### src/rtl/i2s_rx_pair.sv
// I2S / left-justified serial audio receiver, fully synchronous to CLK_IN.
// Frames SDATA with the generator's Brise/LRrise/LRfall strobes and emits left/right pairs on valid/ready.
module i2s_rx_pair #(
    parameter int DATA_WIDTH = 24,
    parameter int SLOT_BITS  = 32,
    parameter int I2S_DELAY  = 1
) (
    input  logic                  CLK_IN,
    input  logic                  reset,
    input  logic                  Brise,
    input  logic                  LRrise,
    input  logic                  LRfall,
    input  logic                  SDATA,
    output logic [DATA_WIDTH-1:0] L_DATA,
    output logic [DATA_WIDTH-1:0] R_DATA,
    output logic                  out_valid,
    input  logic                  out_ready,
    output logic                  overrun
);

    localparam int IW = $clog2(SLOT_BITS + 1);
    localparam logic [IW-1:0] C_SLOT_MAX = IW'(SLOT_BITS);
    localparam logic [IW-1:0] C_LAST_IDX = IW'(DATA_WIDTH + I2S_DELAY - 1);

    // state    | meaning
    // ST_SYNC  | after reset, waiting for the first LRfall
    // ST_LEFT  | receiving the left slot
    // ST_RIGHT | receiving the right slot
    // ST_WAIT_L| duplicate LRrise seen, waiting for LRfall to resync
    typedef enum logic [1:0] {
        ST_SYNC   = 2'd0,
        ST_LEFT   = 2'd1,
        ST_RIGHT  = 2'd2,
        ST_WAIT_L = 2'd3
    } state_t;

    state_t                r_state;
    state_t                w_state_next;

    logic [IW-1:0]         r_bit_idx;
    logic [IW-1:0]         w_idx;
    logic [IW-1:0]         w_idx_next;
    logic [DATA_WIDTH-1:0] r_shift;
    logic [DATA_WIDTH-1:0] w_shift_next;
    logic [DATA_WIDTH-1:0] r_left_hold;
    logic [DATA_WIDTH-1:0] r_right_hold;
    logic [DATA_WIDTH-1:0] r_l_data;
    logic [DATA_WIDTH-1:0] r_r_data;
    logic                  r_left_ok;
    logic                  r_pair_pend;
    logic                  r_out_valid;
    logic                  r_overrun;

    logic                  w_lr;
    logic                  w_in_window;
    logic                  w_capture;
    logic                  w_complete;
    logic                  w_left_done;
    logic                  w_pair_done;

    // A Brise coinciding with an LR strobe is bit 0 of the new slot.
    assign w_lr         = LRfall | LRrise;
    assign w_idx        = w_lr ? '0 : r_bit_idx;
    assign w_in_window  = (int'(w_idx) >= I2S_DELAY) && (int'(w_idx) < DATA_WIDTH + I2S_DELAY);
    assign w_capture    = Brise & w_in_window;
    assign w_complete   = Brise && (w_idx == C_LAST_IDX);
    assign w_shift_next = DATA_WIDTH'({r_shift, SDATA});
    assign w_idx_next   = (Brise && (w_idx != C_SLOT_MAX)) ? w_idx + IW'(1) : w_idx;

    always_ff @(posedge CLK_IN) begin
        if (reset) begin
            r_state <= ST_SYNC;
        end else begin
            r_state <= w_state_next;
        end
    end

    always_comb begin
        w_state_next = r_state;
        if (LRfall) begin
            w_state_next = ST_LEFT;
        end else if (LRrise) begin
            case (r_state)
                ST_LEFT:  w_state_next = ST_RIGHT;
                ST_RIGHT: w_state_next = ST_WAIT_L;
                default:  w_state_next = r_state;
            endcase
        end
    end

    // Completion belongs to the slot the strobe (if any) has just opened.
    assign w_left_done = w_complete && (w_state_next == ST_LEFT);
    assign w_pair_done = w_complete && (w_state_next == ST_RIGHT) && r_left_ok;

    always_ff @(posedge CLK_IN) begin
        if (reset) begin
            r_bit_idx    <= '0;
            r_shift      <= '0;
            r_left_hold  <= '0;
            r_right_hold <= '0;
            r_left_ok    <= 1'b0;
            r_pair_pend  <= 1'b0;
        end else begin
            r_bit_idx   <= w_idx_next;
            r_pair_pend <= w_pair_done;
            if (w_capture) begin
                r_shift <= w_shift_next;
            end
            if (w_left_done) begin
                r_left_hold <= w_shift_next;
                r_left_ok   <= 1'b1;
            end else if (LRfall) begin
                r_left_ok <= 1'b0;
            end
            if (w_pair_done) begin
                r_right_hold <= w_shift_next;
            end
        end
    end

    always_ff @(posedge CLK_IN) begin
        if (reset) begin
            r_l_data    <= '0;
            r_r_data    <= '0;
            r_out_valid <= 1'b0;
            r_overrun   <= 1'b0;
        end else if (r_pair_pend) begin
            if (!r_out_valid || out_ready) begin
                r_l_data    <= r_left_hold;
                r_r_data    <= r_right_hold;
                r_out_valid <= 1'b1;
            end else begin
                r_overrun <= 1'b1;
            end
        end else if (r_out_valid && out_ready) begin
            r_out_valid <= 1'b0;
        end
    end

    assign L_DATA    = r_l_data;
    assign R_DATA    = r_r_data;
    assign out_valid = r_out_valid;
    assign overrun   = r_overrun;

endmodule

### config.mk
export PLATFORM = sky130hd
export DESIGN_NAME = i2s_rx_pair
export DESIGN_NICKNAME = d
export VERILOG_FILES = /design/src/rtl/i2s_rx_pair.sv
export SDC_FILE = /design/constraint.sdc
export NUM_CORES = 1
export LEC_CHECK = 0
export BUFFER_PORTS_ARGS = -buffer_cell sky130_fd_sc_hd__buf_2
export CAP_MARGIN = 20
export CORE_MARGIN = 3
export CORE_UTILIZATION = 55
export CTS_CLUSTER_SIZE = 16
export DETAILED_ROUTE_END_ITERATION = 8
export PLACE_DENSITY_LB_ADDON = 0.25
export SYNTH_ARGS = -nofsm -noshare
export SYNTH_HDL_FRONTEND = slang
export SYNTH_SLANG_ARGS = --single-unit
### constraint.sdc
create_clock -name CLK_IN -period 2.9 [get_ports CLK_IN]
set_clock_uncertainty 0.1 [all_clocks]
set_input_delay 0.29 -clock CLK_IN [delete_from_list [all_inputs] [get_ports CLK_IN]]
set_output_delay 0.29 -clock CLK_IN [all_outputs]
set_load 0.01 [all_outputs]
Word-level counts from Yosys, hierarchy flattened:

Index checks and enable logic that the tools add are counted.

* input port bits: 7
* register bits: 131
* output and inout port bits: 50
* word-level logic and storage cells: 48

* multiplexer cells: 10
* order comparisons: 2
* bitwise logic cells: 3
* reductions and logical operators: 14
* add/subtract/negate cells: 1
* eq/ne operators: 7

Operators with widths (number)
* 2-to-1 mux 6 bit: 2
* logical AND 1 bit: 7
* adder 6 x 1 -> 6 bit (second input constant): 1
* equality test 6 x 5 -> 1 bit (second input constant): 1
* greater-or-equal comparator 6 x 1 -> 1 bit (second input constant): 1
* less-than comparator 6 x 5 -> 1 bit (second input constant): 1
* != test 6 bit (second input constant): 1
* AND reduction 2 bit: 3
* 2-to-1 mux 1 bit: 5
* equality test 2 x 1 -> 1 bit (second input constant): 2
* equality test 2 bit (second input constant): 2
* 2-to-1 mux 2 bit: 2
* case mux 2 bit (2 select lines): 1
* nonzero test 2 bit: 2
* != test 2 x 1 -> 1 bit (second input constant): 1
* bitwise AND 1 bit: 1
* logical NOT 1 bit: 1
* logical OR 1 bit: 1
* NOT 1 bit: 1
* bitwise OR 1 bit: 1

Depth between registers and ports, before layout:

* depth after elaboration: 7
* mapped depth: 10
* depth with buffers taken out: 8

Worst setup path after synthesis:

Ideal clock, no wire load.

* path kind: input to register
* start: input LRfall
* end: register r_shift[12]
* data required time: 2.680 ns
* data arrival time: 1.921 ns
* setup time: 0.120 ns
* path slack: 0.759 ns
* stages on the path: 9
* path buffers: 2
* cell sequence: nor2_4 > nand2_1 > ha_1 > nor2b_1 > or4b_4 > and4_1 > buf_6 > buf_8 > mux2i_1

* word-level cells in the longest chain between the ends: 5
* elaborated cells on any way between the ends: 6
* those cells by class: order compare: 2; mux: 1; bitwise: 2; reduce/logical: 1

RTL lines
* start, declared: line 12 `input logic LRfall,`
* bitwise OR 1 bit *: line 62 `assign w_lr = LRfall | LRrise;`
* 2-to-1 mux 6 bit *: line 63 `assign w_idx = w_lr ? '0 : r_bit_idx;`
* greater-or-equal comparator 6 x 1 -> 1 bit or less-than comparator 6 x 5 -> 1 bit (tied branches): line 64 `assign w_in_window = (int'(w_idx) >= I2S_DELAY) && (int'(w_idx) < DATA_WIDTH + I2S_DELAY);`
* logical AND 1 bit *: line 64
* bitwise AND 1 bit *: line 65 `assign w_capture = Brise & w_in_window;`
* end signal, assigned: line 107 `r_shift <= w_shift_next;`
* end, declared: line 43 `logic [DATA_WIDTH-1:0] r_shift;`

Mark *: on every way between the ends. The rest lies on a longest branch, timed or not.
A chain may end at the register's enable or synchronous reset.

Worst setup path in the final report:

* start: register r_bit_idx[1]
* end: register r_shift[19]

* word-level cells in the longest chain between the ends: 4
* elaborated cells on any way between the ends: 5
* those cells by class: order compare: 2; mux: 1; bitwise: 1; reduce/logical: 1

RTL lines
* start, declared: line 40 `logic [IW-1:0] r_bit_idx;`
* start signal, assigned: line 104 `r_bit_idx <= w_idx_next;`
* 2-to-1 mux 6 bit *: line 63
* greater-or-equal comparator 6 x 1 -> 1 bit or less-than comparator 6 x 5 -> 1 bit (tied branches): line 64
* logical AND 1 bit *: line 64
* bitwise AND 1 bit *: line 65

Marked as above.

==> results.cfg <==
[routing]
drtIter0Drc = 165
vias = 3610
drc_errors = 0
wl_per_cell_um = 14.2
viasPerCell = 5.30
drt_wl_total_mm = 9.67
antenna_left = 0
dr.pass1.iters = 5

[cells_and_area]
drive_gt1_share_pct = 18.6
antennaDiodeCount = 0
final_common_cell = dfxtp_1
fill_cells = 661
mostFrequentLayoutCells = dfxtp_1, nand2_1, buf_2
multi_input_area_mm2 = 0.00207
area_delta_synth_final_pct = 19.8
fin_area_mm2 = 0.00582
register_area_mm2 = 0.00262
nNetsFinal = 574

[timing]
slew_violations = 0
hold_viol = 0
period_share_pct = 74.6
maxSlewHeadroom_pct = 63.6
layout_setup_ws_ps = 737
worst_slew_pin_slew_ps = 545
setup_tns_ps = 0
fin_crit_ps = 2160
rsz0062_at_grt = no
fmax_mhz = 462
final-setup-viol-count = 0

[synthesis]
synthFlopType = dfxtp_1
ys_async_sr_fraction_pct = 0
ys_seq_area_share_pct = 54.0
syn_nets = 525
ys_ff_latch = 131
synth_cell_type_count = 41
synth_enable_flop_cells = 0
yosysWarnings = 0
postSynthCellCount = 515
syn_area_per_cell_um2 = 9.44
synth_area_mm2 = 0.00486

[global_routing]
grt_pass1_vias = 3465
antenna_found_initial = 0
grt_pass1_wl_mm = 16.1
grt_max_degree = 65
grt_use_met3_pct = 6.18
grt_util_met1_pct = 26.0
grt.busiest_layer = met2
grt_usage_pct = 20.0
gr-total-overflow = 0
grtUsageMet2_pct = 32.0

[critical_path]
slowest_stage = or4b_4
worstSetupPathType = register to register
critPathRequiredTime_ps = 3170
worstRegToRegCells = 7
arrival_ps = 2430
crit_fanout = 21
crit_family = simple AND/OR/NAND/NOR gates
path_cells = nand2_1, ha_1, nor2b_1, or4b_4, and4_1, buf_4, mux2i_1
critPathBufInv = 1
cpPeakStageDelay_ps = 510
reg2reg_from = r_bit_idx[1]
regToRegEndpoint = r_shift[19]
cp-end-kind = register
rrSetupSlack_ps = 740
cp-start-kind = register

[cts]
cts_tree = yes
insertion_delay_ps = 500
cts_made_buffers = 17
clk_pin_slew_worst_paths_ps = 60
clock_path_buffers = 2
cts-root-buf = clkbuf_8
htree_levels = 4
clock-sinks = 131

[placement]
hpwlAfterDp_mm = 5.97
gp_congestion = 0.755
dp_slack_ps = 376
placed_area_mm2 = 0.00519
io_buffers = 56

[outcome]
outcome = completed

[power]
p_leak_nw = 2.38
vdd_ir_drop_max_mv = 0.373
power.density_mw_per_mm2 = 681

[worst_hold_path]
hold_path_depth = 2
hold_end = r_bit_idx[5]
min_path_type = input pin to register
hp-start = LRrise

[die]
die_area_mm2 = 0.0100
boundaryPins = 57
rows = 33
die_w_um = 100
core_area_mm2 = 0.00838
initial_core_util_pct = 58.0
die_h_um = 100

[run]
cap_violations = 0
routing by layer:
| layer | up-vias | wire, um |
|---|---|---|
| met5 | - | 0 |
| li1 | 1831 | - |
| met1 | 1695 | 4610 |
| met2 | 75 | 4560 |
| met3 | 9 | 412 |
| met4 | 0 | 82 |
logic make-up (layout without fill, tap and decap cells):
group,count (synthesis),count (layout),share of synthesized area (%)
AOI/OAI and AO/OA,84,84,9.47
xor gates and xnor gates,4,4,0.721
adders and majority gates,3,3,0.772
buffers and inverters,39,100,4.12
DFF,131,131,54.0
muxes,48,48,9.88
and+or+nand+nor,206,206,21.1
power by group:
group / internal [mW] / switching [mW] / leakage, nW / total (mW)
logic: 0.0308 / 0.0475 / 1.04 / 0.0783
registers: 1.80 / 0.00201 / 1.06 / 1.81
clock network: 1.33 / 0.755 / 0.287 / 2.08
total: 3.16 / 0.805 / 2.38 / 3.96
area by class of cell:
class / count / share of cell area (%)
clock buffer: 18 / 7.35
inverter: 3 / 0.193
timing repair buffer: 66 / 6.79
multi-input combinational: 345 / 35.6
clock inverter: 13 / 2.75
sequential: 131 / 45.0
tap: 105 / 2.26
what timing repair did:
item,4_1_cts,5_1_grt
resized for setup,0,0
setup buffers,0,0
hold buffers,2,0
hold endpoints to repair,4,0
per-stage QoR:
step / cells / util, % / hold WS, ps / power [mW]
CTS: 680 / 69.1 / 34.8 / 3.99
detailed placement: 647 / 61.9 / 343 / 1.92
floorplan: 515 / - / 332 / 1.90
finish: 681 / 69.5 / 65.7 / 3.96
global route: 681 / 69.5 / 60.6 / 4.09
global placement: 647 / 61.9 / 341 / 1.92
cell usage after synthesis, drive strengths merged (2+ instances only):
library cell  count  area, um^2
a21oi            51         255
buf               9        77.6
clkbuf           27         111
dfxtp           131        2620
ha                3        37.5
inv               3        11.3
mux2i            48         480
nand2           101         379
nand2b           26         163
nand3b           24         180
nand4             2        12.5
nor2             34         135
nor2b             5        31.3
nor3              2        10.0
nor3b             2        15.0
o2111ai           2        23.8
o211ai            2        20.0
o21ai            26         130
or4b              2        23.8
xnor2             3        26.3
state kept, by name, indices dropped and copies added, names as in the netlist, 2 cells and up:
name and flops:
r_shift 23, L_DATA 24, r_right_hold 24, r_bit_idx 6, r_left_hold 24, R_DATA 24, r_state 2
worst max-delay path by stage:
stage,start,end,slack (ps),cells past startpoint
5_1_grt,r_bit_idx[1],r_shift[19],620,7
3_3_place_gp,LRfall,r_shift[4],470,9
3_5_place_dp,LRfall,r_shift[16],380,9
2_1_floorplan,LRfall,r_shift[12],760,9
4_1_cts,r_bit_idx[1],r_shift[19],730,7
6_report,r_bit_idx[1],r_shift[19],740,7
worst register-to-register path: cells and delay by family (launching register included):
kind          cells  cell delay (ps)
buf+inv           1              240
flops             1              320
mux               1              170
simple gates      4              950
fa+ha+maj         1              250
Note: power is estimated with default switching activity, not from simulation.
